$ cat src/rtl/countdown_1s.sv
// Preset 0..15 countdown timer with debounced start/pause and abort keys, stepping at TICK_HZ.
// Optional COUNTDOWN_HEX_EN: HEX0 shows the count (or "d" when done); otherwise HEX0 is blank.

module countdown_1s_db #(
  parameter int unsigned DB_CYCLES = 1000000
) (
  input  logic clk,
  input  logic rst_n,
  input  logic key_n,
  output logic press
);
  localparam int unsigned CW = (DB_CYCLES > 1) ? $clog2(DB_CYCLES) : 1;

  logic          sync1;
  logic          sync2;
  logic          stable;  // debounced level, 1 = released
  logic [CW-1:0] cnt;

  // Level must differ from the debounced level for DB_CYCLES cycles in a row to flip it.
  always_ff @(posedge clk or negedge rst_n) begin
    if (!rst_n) begin
      sync1  <= 1'b1;
      sync2  <= 1'b1;
      stable <= 1'b1;
      cnt    <= '0;
      press  <= 1'b0;
    end else begin
      sync1 <= key_n;
      sync2 <= sync1;
      press <= 1'b0;
      if (sync2 == stable) begin
        cnt <= '0;
      end else if (cnt == CW'(DB_CYCLES - 1)) begin
        cnt    <= '0;
        stable <= sync2;
        press  <= ~sync2;
      end else begin
        cnt <= cnt + CW'(1);
      end
    end
  end
endmodule

module countdown_1s #(
  parameter int unsigned CLK_HZ    = 50000000,
  parameter int unsigned TICK_HZ   = 1,
  parameter int unsigned DB_CYCLES = 1000000
) (
  input  logic       CLOCK_50,
  input  logic [2:0] KEY,
  input  logic [3:0] SW,
  output logic [9:0] LEDR,
  output logic [6:0] HEX0
);
  localparam int unsigned TICK_PERIOD = CLK_HZ / TICK_HZ;
  localparam int unsigned PW = (TICK_PERIOD > 1) ? $clog2(TICK_PERIOD) : 1;

  typedef enum logic [1:0] {IDLE, RUN, PAUSE, DONE} state_t;

  logic          rst_n;
  logic          start_p;
  logic          abort_p;
  logic          tick;
  state_t        state;
  state_t        state_nx;
  logic [3:0]    count;
  logic [3:0]    count_nx;
  logic [PW-1:0] presc;
  logic [PW-1:0] presc_nx;
  logic [9:0]    led_nx;

  assign rst_n = KEY[0];

  countdown_1s_db #(.DB_CYCLES(DB_CYCLES)) u_db_start (
    .clk(CLOCK_50), .rst_n(rst_n), .key_n(KEY[1]), .press(start_p)
  );

  countdown_1s_db #(.DB_CYCLES(DB_CYCLES)) u_db_abort (
    .clk(CLOCK_50), .rst_n(rst_n), .key_n(KEY[2]), .press(abort_p)
  );

  always_ff @(posedge CLOCK_50 or negedge rst_n) begin
    if (!rst_n) begin
      state <= IDLE;
      count <= '0;
      presc <= '0;
      LEDR  <= '0;
    end else begin
      state <= state_nx;
      count <= count_nx;
      presc <= presc_nx;
      LEDR  <= led_nx;
    end
  end

  // Next state, count and prescaler; abort overrides start and tick.
  always_comb begin
    state_nx = state;
    count_nx = count;
    presc_nx = presc;
    tick     = (state == RUN) && (presc == PW'(TICK_PERIOD - 1));
    if (state == RUN) presc_nx = tick ? '0 : presc + PW'(1);
    if (abort_p) begin
      state_nx = IDLE;
      count_nx = SW;
      presc_nx = '0;
    end else begin
      case (state)
        IDLE: begin
          count_nx = SW;
          presc_nx = '0;
          if (start_p) state_nx = (SW == 4'd0) ? DONE : RUN;
        end
        RUN: begin
          if (tick) count_nx = (count != 4'd0) ? count - 4'd1 : 4'd0;
          if (tick && count == 4'd1) state_nx = DONE;
          else if (start_p)          state_nx = PAUSE;
        end
        PAUSE: begin
          if (start_p) state_nx = RUN;
        end
        DONE: begin
          count_nx = '0;
          if (start_p) begin
            state_nx = IDLE;
            count_nx = SW;
          end
        end
        default: state_nx = IDLE;
      endcase
    end
    led_nx = {state_nx == DONE, state_nx == RUN, 4'b0000, count_nx};
  end

`ifdef COUNTDOWN_HEX_EN
  logic [6:0] hex_nx;

  // Active-low gfedcba decode of the next count, "d" once done.
  always_comb begin
    hex_nx = 7'h7F;
    if (state_nx == DONE) begin
      hex_nx = 7'h21;
    end else begin
      case (count_nx)
        4'h0: hex_nx = 7'h40;
        4'h1: hex_nx = 7'h79;
        4'h2: hex_nx = 7'h24;
        4'h3: hex_nx = 7'h30;
        4'h4: hex_nx = 7'h19;
        4'h5: hex_nx = 7'h12;
        4'h6: hex_nx = 7'h02;
        4'h7: hex_nx = 7'h78;
        4'h8: hex_nx = 7'h00;
        4'h9: hex_nx = 7'h10;
        4'hA: hex_nx = 7'h08;
        4'hB: hex_nx = 7'h03;
        4'hC: hex_nx = 7'h46;
        4'hD: hex_nx = 7'h21;
        4'hE: hex_nx = 7'h06;
        4'hF: hex_nx = 7'h0E;
      endcase
    end
  end

  always_ff @(posedge CLOCK_50 or negedge rst_n) begin
    if (!rst_n) HEX0 <= 7'h40;
    else        HEX0 <= hex_nx;
  end
`else
  assign HEX0 = 7'h7F;
`endif
endmodule

$ cat config.mk
export PLATFORM = sky130hd
export DESIGN_NAME = countdown_1s
export DESIGN_NICKNAME = d
export VERILOG_FILES = /design/src/rtl/countdown_1s.sv
export SDC_FILE = /design/constraint.sdc
export NUM_CORES = 1
export LEC_CHECK = 0
export ABC_AREA = 1
export BUFFER_PORTS_ARGS = -buffer_cell sky130_fd_sc_hd__buf_2
export CAP_MARGIN = 10
export CELL_PAD_IN_SITES_DETAIL_PLACEMENT = 0
export CELL_PAD_IN_SITES_GLOBAL_PLACEMENT = 2
export CORE_UTILIZATION = 33
export DETAILED_ROUTE_END_ITERATION = 7
export GPL_TIMING_DRIVEN = 0
export PLACE_DENSITY = 0.85
export SYNTH_ARGS = -nofsm -noshare
export SYNTH_HDL_FRONTEND = slang
export SYNTH_SLANG_ARGS = --single-unit
$ cat constraint.sdc
create_clock -name CLOCK_50 -period 1.55 [get_ports CLOCK_50]
set_input_delay 0.465 -clock CLOCK_50 [delete_from_list [all_inputs] [get_ports CLOCK_50]]
set_output_delay 0.465 -clock CLOCK_50 [all_outputs]
set_load 0.01 [all_outputs]
==> metrics.cfg, run 1 <==
[grt]
grt_overflow = 0
first_global_vias = 3940
antenna_found_initial = 0
grt_pass1_wl_um = 18500
grt_max_degree = 61
grt_usage_pct = 16.3

[pwr]
power_leakage_nw = 2.82
ir_drop_uv = 616
power_mw = 4.75
powerDensity_nw_per_um2 = 772

[logic_synthesis]
yosys.area.top_type_share_pct = 41.2
ys_seq_elements = 82
syn_area_sq_um = 4620
ys_top_cells_by_area = dfrtp_1, nand2_1, nor2_1, inv_1, nand3_1
avgSynthCellArea_sq_um = 7.77
yosys.area.top_type = dfrtp_1
ys.warnings.count = 0
syn_inst = 595
ys_seq_area_share_pct = 44.6
ys_types = 44

[worst_setup_path]
crit_family = simple AND/OR/NAND/NOR gates
crit_top_cell = nand4_1
cp-end-kind = flip-flop
cpPeakStageDelay_ns = 0.35
critPathKind = flip-flop to flip-flop
path_cells = ha_2 -> nand4_1 -> nor2_2 -> nand4_1 -> nand2_4 -> buf_6 -> nor3b_2
crit_fanout = 5
critPathRequiredTime_ns = 1.79
slowest_stage = dfrtp_1
startpoint_type = flip-flop
arrival_ns = 1.86
crit_buf_inv = 1

[sta]
hold_viol = 0
finalMaxSlewViolations = 0
finalSetupViolCount = 35
fin_worst_skew_ns = 0.00680
period_needed_ns = 1.62
rsz0062_at_grt = true
post-route-period-util_pct = 105
worst_slack_ns = -0.0699
fin_hold_ws_ns = 0.0359
fmax_ghz = 0.617

[run_status]
violations = negative setup slack
status = finished with violations

[routing]
route.detailed.drc = 0
dr.pass1.iters = 4
num_vias = 4084
wire_per_inst_um = 13.4
drt_wl_total_um = 11600
vias_per_cell = 4.72
ant_nets = 0
drtIter0Drc = 202

[cells_and_area]
layout_commonest_cell = nand2_1
n_antenna_cell = 0
area_growth_pct = 33.2
fill_cells = 1343
ff_latch_area_sq_um = 2070
stdcell_count = 866
final_util_pct = 45.7
final_cell_mix = nand2_1, dfrtp_1, inv_1, nor2_1, buf_4
multi_input_area_sq_um = 2520
drive_above_1_share_pct = 34.8
nNetsFinal = 696

[clock_tree]
root_buffer = clkbuf_16
clkSlewWorstSetupHoldPaths_ns = 0.07
cts_tree = done
clk_path_buf_depth = 2
insertion_delay_ns = 0.35
cts_made_buffers = 9
h-tree-depth = 3
cts_hold_buf = 0
cts_num_sinks = 82

[die]
die_area_sq_um = 14500
io_pins = 25
core_area_sq_um = 13500
initial_core_util_pct = 34.3
die_w_um = 120
core.rowCount = 42
die_h_um = 120

[placed_design]
numPortBuffers = 13
dp_hpwl_um = 7260
post-place-cells = 794
gp_congestion = 0.826
pre_cts_ws_ns = -0.263

[worst_hold_path]
hold_path_class = primary input to async pin

[job]
maxCapViolations = 0

state kept, by name, indices dropped and copies added, names as in the netlist:
register           cells
presc                 26
u_db_abort.cnt        20
u_db_start.cnt        20
LEDR                   3
count                  3
state                  2
u_db_abort.press       1
u_db_abort.stable      1
u_db_abort.sync1       1
u_db_abort.sync2       1
u_db_start.press       1
u_db_start.stable      1
u_db_start.sync1       1
u_db_start.sync2       1
worst paths after layout:
path                              startpoint                 to  slack [ns]  cells after the start
min reg2reg                 u_db_abort.sync1   u_db_abort.sync2        0.36                      0
min                                   KEY[0]          presc[18]        0.04                      1
min in group CLOCK_50                 KEY[2]   u_db_abort.sync1        0.21                      1
max in group asynchronous             KEY[0]   u_db_start.sync1        0.84                      2
max reg2reg                u_db_start.cnt[0]  u_db_start.cnt[3]       -0.07                      7
max                        u_db_start.cnt[0]  u_db_start.cnt[3]       -0.07                      7
worst reg2reg max path, cell delays in order, from the launching register on:
cell	delay (ns)
dfrtp_1	0.35
ha_2	0.19
nand4_1	0.20
nor2_2	0.18
nand4_1	0.21
nand2_4	0.20
buf_6	0.15
nor3b_2	0.05
metrics by stage:
| stage | TNS [ns] | area, sq um |
|---|---|---|
| global route | -7.03 | 6150 |
| floorplan | 0 | 4650 |
| finish | -1.27 | 6150 |
| detailed placement | -7.35 | 4970 |
| CTS | -0.443 | 5630 |
| global placement | -68.65 | 4940 |
cells by family (layout without fill, tap and decap cells):
kind of cell               count (synthesis)  count (layout)  share of synthesized area (%)
AOI/OAI and AO/OA                         56              56                           7.31
buffers and inverters                     98             184                           9.15
other                                      2              11                          0.163
and+or+nand+nor                          331             331                           33.6
xor gates and xnor gates                  23              23                           4.36
adders and majority gates                  3               3                          0.812
DFF                                       82              82                           44.6
metal layers:
metal | GRT usage (%) | share of wire, % | vias up
met5 | 0 | 0 | -
met4 | 5.32 | 1.2 | 0
met3 | 4.43 | 3.3 | 14
met2 | 26.9 | 51 | 51
met1 | 20.6 | 45 | 1945
li1 | - | - | 2074
cell usage after synthesis, drive strengths merged:
cell and count:
a21boi 1, a21oi 13, a22oi 1, a31oi 4
a32o 1, a41oi 1, and2 1, and3 2
buf 16, conb 2, dfrtp 76, dfstp 6
ha 3, inv 82, nand2 137, nand3 41
nand4 14, nor2 102, nor3 23, nor3b 6
nor4 3, o211ai 2, o21ai 20, o22ai 13
or2 2, xnor2 5, xor2 18
cell type report:
class                           count  area share, %
Buffer                             16           2.15
Timing Repair Buffer               70           9.25
Clock buffer                        9           3.66
Sequential cell                    82           33.6
Clock inverter                      7           1.65
Inverter                           82           5.16
Tap cell                          176           3.58
Multi-Input combinational cell    424           41.0
report_power, final:
| part | internal (mW) | switching (mW) |
|---|---|---|
| clock | 1.43 | 0.942 |
| combinational | 0.0838 | 0.124 |
| sequential | 2.16 | 0.0119 |
what timing repair did:
item                       in CTS  in global routing
pin swaps                      17                 29
buffers inserted               30                 27
cloned                          0                  2
setup endpoints to repair      58                 64
gates resized for setup        31                 95
Power figures use the tool's default switching activity.
==> run 2, diff against run 1 <==
--- a/config.mk
+++ b/config.mk
@@ -8,7 +8,7 @@
 export ABC_AREA = 1
 export BUFFER_PORTS_ARGS = -buffer_cell sky130_fd_sc_hd__buf_2
 export CAP_MARGIN = 10
-export CELL_PAD_IN_SITES_DETAIL_PLACEMENT = 0
+export CELL_PAD_IN_SITES_DETAIL_PLACEMENT = 1
 export CELL_PAD_IN_SITES_GLOBAL_PLACEMENT = 2
 export CORE_UTILIZATION = 33
 export DETAILED_ROUTE_END_ITERATION = 7
@@ -16,4 +16,5 @@
 export PLACE_DENSITY = 0.85
 export SYNTH_ARGS = -nofsm -noshare
 export SYNTH_HDL_FRONTEND = slang
+export SYNTH_HIERARCHICAL = 1
 export SYNTH_SLANG_ARGS = --single-unit
==> metrics.cfg, run 2 <==
[run_status]
status = finished with violations  ; unchanged
violations = negative setup slack  ; unchanged

[logic_synthesis]
ys.warnings.count = 6  ; was 0
synth_xor_area_share_pct = 5.30  ; was 4.36%
synth_adder_area_share_pct = 0.739  ; was 0.812%
ys_top_cells_by_area = dfrtp_1, nand2_1, nor2_1, inv_1, nand3_1  ; unchanged
synth_top_flop_cell = dfrtp_1  ; unchanged
syn_area_sq_um = 5080  ; was 4620 sq um
synth-compound-area-share_pct = 8.23  ; was 7.31%
ys_seq_elements = 82  ; unchanged
yosys.area.top_type = dfrtp_1  ; unchanged
synth-edff-count = 0  ; unchanged
ys_seq_area_share_pct = 40.6  ; was 44.6%
synth_mux_area_share_pct = 0  ; unchanged
yosys.area.top_type_share_pct = 37.5  ; was 41.2%
ys_types = 42  ; was 44
avgSynthCellArea_sq_um = 7.76  ; was 7.77 sq um
syn_inst = 654  ; was 595
synth_top_family_by_area = simple AND/OR/NAND/NOR gates  ; unchanged
async_flop_share_pct = 100  ; unchanged
yosys.area_share.simple_pct = 36.2  ; was 33.6%
synth_common_cells = nand2_1, nor2_1, dfrtp_1, inv_1, nand3_1  ; unchanged
yosysMostFrequentCell = nand2_1  ; unchanged

[sta]
fmax_ghz = 0.581  ; was 0.617 GHz
rsz0062_at_grt = true  ; unchanged
post-route-period-util_pct = 111  ; was 105%
finalSetupViolCount = 29  ; was 35
hold_viol = 0  ; unchanged
period_needed_ns = 1.72  ; was 1.62 ns
worst_slack_ns = -0.171  ; was -0.0699 ns
finalMaxSlewViolations = 0  ; unchanged
fin_worst_skew_ns = 0.00600  ; was 0.00680 ns

[routing]
wire_per_inst_um = 15.0  ; was 13.4 um
ant_nets = 0  ; unchanged
vias_per_cell = 4.85  ; was 4.72
num_vias = 4374  ; was 4,084
drtIter0Drc = 155  ; was 202
dr.pass1.iters = 4  ; unchanged
drt_wl_total_um = 13500  ; was 11,600 um
route.detailed.drc = 0  ; unchanged

[clock_tree]
cts_hold_buf = 0  ; unchanged
cts_made_buffers = 9  ; unchanged
h-tree-depth = 3  ; unchanged
clkSlewWorstSetupHoldPaths_ns = 0.06  ; was 0.07 ns
insertion_delay_ns = 0.35  ; about the same
cts_tree = done  ; unchanged
root_buffer = clkbuf_16  ; unchanged
cts_num_sinks = 82  ; unchanged
clk_path_buf_depth = 2  ; unchanged

[pwr]
p_int_mw = 3.73  ; was 3.67 mW
powerDensity_nw_per_um2 = 763  ; was 772 nW/um^2
power.switching_mw = 1.05  ; was 1.08 mW
p_sw_share_pct = 21.9  ; was 22.7%
combPwrFrac_pct = 4.1  ; was 4.4%
power_mw = 4.78  ; was 4.75 mW
power.share.sequential_pct = 45.8  ; was 45.7%
power_leakage_nw = 2.78  ; was 2.82 nW
power.share.clock_pct = 50.1  ; was 49.9%
ir_drop_uv = 629  ; was 616 uV

[cells_and_area]
regMostFlops = presc  ; unchanged
final_cell_area_sq_um = 6260  ; was 6150 sq um
largest_reg_flops = 26  ; unchanged
final_cell_mix = nand2_1, nor2_1, dfrtp_1, inv_1, nand3_1  ; was nand2_1, dfrtp_1, inv_1, nor2_1, buf_4
nNetsFinal = 723  ; was 696
largestRegisters = presc: 26 flops, u_db_abort/cnt: 20 flops, u_db_start/cnt: 20 flops  ; was presc: 26 flops, u_db_abort.cnt: 20 flops, u_db_start.cnt: 20 flops
layout_commonest_cell = nand2_1  ; unchanged
area_growth_pct = 23.3  ; was 33.2%
n_antenna_cell = 0  ; unchanged
drive_above_1_share_pct = 28.9  ; was 34.8%

[worst_setup_path]
critPathKind = flip-flop to flip-flop  ; unchanged
cp-end-kind = flip-flop  ; unchanged
slowest_stage = dfrtp_2  ; was dfrtp_1
critPathRequiredTime_ns = 1.78  ; was 1.79 ns
path_cells = ha_4 -> nand2_4 -> nor2_4 -> nand2_2 -> nor2_4 -> nand2_2 -> nand2_4 -> inv_8 -> buf_8 -> a22o_1  ; was ha_2 -> nand4_1 -> nor2_2 -> nand4_1 -> nand2_4 -> buf_6 -> nor3b_2
crit_fanout = 6  ; was 5
cpPeakStageDelay_ns = 0.41  ; was 0.35 ns
arrival_ns = 1.95  ; was 1.86 ns
startpoint_type = flip-flop  ; unchanged

[placed_design]
numPortBuffers = 13  ; unchanged
dpl_cell_area_sq_um = 5440  ; was 4970 sq um
gp_congestion = 0.844  ; was 0.826
dp_hpwl_um = 9640  ; was 7260 um

[grt]
antenna_found_initial = 0  ; unchanged
grt_overflow = 0  ; unchanged
first_global_vias = 4687  ; was 3,940
grt_max_degree = 53  ; was 61
grt_usage_pct = 18.1  ; was 16.3%
grt_pass1_wl_um = 22800  ; was 18,500 um

[die]
core.rowCount = 44  ; was 42
initial_core_util_pct = 34.4  ; was 34.3%
die_area_sq_um = 15900  ; was 14,500 sq um
io_pins = 25  ; unchanged
die_h_um = 126  ; was 120 um
die_w_um = 126  ; was 120 um
core_area_sq_um = 14800  ; was 13,500 sq um

[worst_hold_path]
hold_path_class = primary input to async pin  ; unchanged

[job]
maxCapViolations = 0  ; unchanged

==> run 2: changes by cell type after synthesis, moves of 7 or more <==
cell / delta
nand3_1: +12
nor2_4: +13
nand2_2: +12
nor3_1: -8
nor2_1: +11
nand2_1: +7
o22ai_2: +9
o22ai_1: -9
o21ai_1: +8
==> run 2: timing repair <==
action / 4_1_cts / 5_1_grt
setup buffers: 13 / 11
pin swaps: 12 / 21
gates resized for setup: 36 / 43
gates cloned: 1 / 1
endpoints found under the setup margin: 32 / 48
==> run 2: metrics by stage <==
stage | utilization, % | hold slack [ns] | instances | setup slack (ns) | TNS, ns
6_report | 42.4 | 0.0676 | 901 | -0.171 | -3.12
5_1_grt | 42.4 | 0.0896 | 901 | -0.248 | -5.78
4_1_cts | 40.7 | 0.0811 | 890 | -0.162 | -3.28
3_5_place_dp | 36.8 | 0.350 | 861 | -0.327 | -7.10
3_3_place_gp | 36.6 | 0.348 | 860 | -0.769 | -64.80
2_1_floorplan | - | 0.169 | 663 | 0.0115 | 0
==> run 2: cells by family after synthesis <==
| group | count (synthesis) |
|---|---|
| AO/OA/AOI/OAI | 62 |
| XOR/XNOR | 29 |
| adder cells (fa/ha/maj) | 3 |
| buffers and inverters | 102 |
| flip-flops | 82 |
| other | 2 |
| AND/OR/NAND/NOR | 374 |
==> run 2: cell type report <==
type	count	area, sq um
fill	1809	8490
inverter	86	333
buffer	15	134
timing repair buffer	39	323
tap	184	230
multi-input combinational	479	2850
clock inverter	4	73.8
clock buffer	12	256
sequential	82	2060
==> run 2: final timing paths <==
kind	from	to	slack (ns)	cells after the start
setup reg to reg	presc[0]	presc[1]	-0.17	10
hold / removal	KEY[0]	presc[22]	0.07	1
max in group asynchronous	KEY[0]	u_db_abort/sync1	0.80	2
setup / recovery	presc[0]	presc[1]	-0.17	10
min in group CLOCK_50	KEY[1]	u_db_start/sync1	0.22	1
hold reg to reg	u_db_abort/sync1	u_db_abort/sync2	0.35	0
==> run 2: per-layer routing <==
metal  GRT usage (%)  up-vias  share of wire, %
met3            4.33       16               3.0
met4            5.24        0               1.4
met1            21.8     2139                44
met2            32.0       53                51
met5               0        -                 0
li1                -     2166                 -
==> run 2: critical path: cells and delay by family (launching register included) <==
family / cells / cell delay (ns)
AOI/OAI and AO/OA: 1 / 0.18
buffers and inverters: 2 / 0.18
adders and majority gates: 1 / 0.16
DFF: 1 / 0.41
and+or+nand+nor: 6 / 0.66
==> run 2: power by group through the flow <==
stage / clock [mW] / sequential [mW] / combinational [mW]
after detailed placement: 0 / 2.23 / 0.195
final: 2.40 / 2.19 / 0.194
after CTS: 2.47 / 2.19 / 0.196
after floorplan: 0 / 2.23 / 0.0967
after global placement: 0 / 2.23 / 0.179
after global routing: 2.56 / 2.19 / 0.223
==> run 3, diff against run 2 <==
--- a/config.mk
+++ b/config.mk
@@ -12,7 +12,6 @@
 export CELL_PAD_IN_SITES_GLOBAL_PLACEMENT = 2
 export CORE_UTILIZATION = 33
 export DETAILED_ROUTE_END_ITERATION = 7
-export GPL_TIMING_DRIVEN = 0
 export PLACE_DENSITY = 0.85
 export SYNTH_ARGS = -nofsm -noshare
 export SYNTH_HDL_FRONTEND = slang
==> metrics.cfg, run 3 (synthesis results as in run 2) <==
[cells_and_area]
drive_above_1_share_pct = 27.2  ; was 28.9%
n_antenna_cell = 0  ; unchanged
final_cell_area_sq_um = 6090  ; was 6260 sq um
final_util_pct = 41.3  ; was 42.4%
largestRegisters = presc: 26 flops, u_db_abort/cnt: 20 flops, u_db_start/cnt: 20 flops  ; unchanged
regMostFlops = presc  ; unchanged
final_cell_mix = nand2_1, nor2_1, dfrtp_1, inv_1, nand3_1  ; unchanged
layout_commonest_cell = nand2_1  ; unchanged
nNetsFinal = 716  ; was 723
largest_reg_flops = 26  ; unchanged
fill_cells = 1807  ; was 1,809
area_growth_pct = 19.9  ; was 23.3%

[clock_tree]
cts_tree = done  ; unchanged
insertion_delay_ns = 0.35  ; about the same
clkSlewWorstSetupHoldPaths_ns = 0.07  ; was 0.06 ns
root_buffer = clkbuf_16  ; unchanged
clk_path_buf_depth = 2  ; unchanged
h-tree-depth = 3  ; unchanged
cts_made_buffers = 9  ; unchanged
cts_num_sinks = 82  ; unchanged

[routing]
drt_wl_total_um = 13600  ; was 13,500 um
vias_per_cell = 4.87  ; was 4.85
drtIter0Drc = 138  ; was 155
route.detailed.drc = 0  ; unchanged
dr.pass1.iters = 4  ; unchanged
met1_length_um = 6050  ; was 5960 um
route.met2.wl_um = 7070  ; was 6960 um
routed.top_layer = met4  ; unchanged
num_vias = 4356  ; was 4,374
ant_nets = 0  ; unchanged
wl_met3_um = 331  ; was 406 um
wire_per_inst_um = 15.3  ; was 15.0 um

[grt]
first_global_vias = 4813  ; was 4,687
grt_overflow = 0  ; unchanged
antenna_found_initial = 0  ; unchanged
grt_usage_pct = 18.5  ; was 18.1%
grt_max_degree = 41  ; was 53
grt_pass1_wl_um = 23300  ; was 22,800 um

[run_status]
violations = negative setup slack  ; unchanged
status = finished with violations  ; unchanged

[worst_setup_path]
critPathKind = flip-flop to flip-flop  ; unchanged
cp-end-kind = flip-flop  ; unchanged
arrival_ns = 1.86  ; was 1.95 ns
crit_fanout = 11  ; was 6
critPathRequiredTime_ns = 1.77  ; was 1.78 ns
startpoint_type = flip-flop  ; unchanged

[die]
io_pins = 25  ; unchanged
die_area_sq_um = 15900  ; unchanged
die_w_um = 126  ; unchanged
core.rowCount = 44  ; unchanged
die_h_um = 126  ; unchanged
core_area_sq_um = 14800  ; unchanged
initial_core_util_pct = 34.4  ; unchanged

[job]
maxCapViolations = 0  ; unchanged

[sta]
hold_viol = 0  ; unchanged
worst_slack_ns = -0.0942  ; was -0.171 ns
rsz0062_at_grt = true  ; unchanged
finalMaxSlewViolations = 0  ; unchanged
post-route-period-util_pct = 106  ; was 111%
period_needed_ns = 1.64  ; was 1.72 ns
fmax_ghz = 0.608  ; was 0.581 GHz
fin_worst_skew_ns = 0.00802  ; was 0.00600 ns
finalSetupViolCount = 30  ; was 29

[placed_design]
gp_congestion = 0.799  ; was 0.844
dpl_cell_area_sq_um = 5500  ; was 5440 sq um
dp_hpwl_um = 9820  ; was 9640 um
numPortBuffers = 13  ; unchanged

[worst_hold_path]
hold_path_class = primary input to flip-flop  ; was primary input to async pin

[pwr]
power.share.clock_pct = 49.5  ; was 50.1%
p_sw_share_pct = 22.7  ; was 21.9%
powerDensity_nw_per_um2 = 772  ; was 763 nW/um^2
power_mw = 4.70  ; was 4.78 mW
power.share.sequential_pct = 46.6  ; was 45.8%
ir_drop_uv = 535  ; was 629 uV
p_int_mw = 3.63  ; was 3.73 mW
power_leakage_nw = 2.69  ; was 2.78 nW
power.switching_mw = 1.07  ; was 1.05 mW
combPwrFrac_pct = 3.9  ; was 4.1%

run 3: cell types whose count changed in the layout (fill, tap and decap cells not counted), moves of 3 or more:
cell and change:
nand2_2 +4, buf_6 -4, o21ai_1 +5, dfrtp_2 -3
dfrtp_1 +3, nand3_2 -3, nand2_1 -3, o21ai_2 -5
o22ai_4 -3
run 3: through the flow:
stage / worst slack [ns] / instances / hold WS [ns] / setup TNS (ns)
global route: -0.192 / 894 / 0.206 / -4.59
detailed placement: -0.127 / 868 / 0.339 / -0.715
CTS: -0.0706 / 891 / 0.200 / -0.844
global placement: -0.0503 / 868 / 0.339 / -0.136
finish: -0.0942 / 894 / 0.216 / -1.72
floorplan: 0.0115 / 663 / 0.169 / 0
run 3: final cells by class:
cell class                 count  area, sq um  area share [%]
multi-input combinational    479         2790            45.8
sequential                    82         2060            33.8
timing repair buffer          46          359            5.90
inverter                      86          333            5.47
clock buffer                  11          233            3.82
tap                          184          230            3.78
clock inverter                 5         78.8            1.29
timing repair inverter         1         6.26           0.103
run 3: power groups by stage:
stage	Sequential (mW)	Clock [mW]	Combinational, mW
floorplan	2.23	0	0.0967
global placement	2.23	0	0.174
detailed placement	2.23	0	0.180
CTS	2.19	2.40	0.186
global route	2.19	2.45	0.213
finish	2.19	2.33	0.183
run 3: metal layers:
metal,GRT usage [%],vias up
met3,3.40,17
met1,21.7,2150
met5,0,-
met2,34.0,37
li1,-,2152
met4,5.74,0
run 3: critical path, cell delays in order (launching register included):
cell and delay (ns):
dfrtp_1 0.38, ha_2 0.22, nand2_2 0.08, nor2_4 0.15
nand2_2 0.08, nor2_4 0.11, nand2_2 0.09, nand2_4 0.14
buf_12 0.16, o22ai_2 0.08
run 3: path summary, 6_finish.rpt:
| path | slack, ns | from | depth (start not counted) | to |
|---|---|---|---|---|
| setup / recovery | -0.09 | presc[1] | 9 | presc[9] |
| hold / removal | 0.22 | KEY[2] | 1 | u_db_abort/sync1 |
| setup reg to reg | -0.09 | presc[1] | 9 | presc[9] |
| hold reg to reg | 0.35 | u_db_start/sync1 | 0 | u_db_start/sync2 |
| max in group asynchronous | 0.52 | KEY[0] | 3 | u_db_start/sync1 |
| min in group asynchronous | 0.51 | KEY[0] | 2 | presc[25] |
run 3: repair_timing:
| item | in CTS | in global routing |
|---|---|---|
| endpoints found under the hold margin | 10 | 0 |
| pin swaps | 11 | 13 |
| hold buffers | 1 | 0 |
| buffers inserted | 5 | 3 |
| resized for setup | 29 | 29 |
| cloned | 1 | 0 |
| setup endpoints to repair | 27 | 45 |
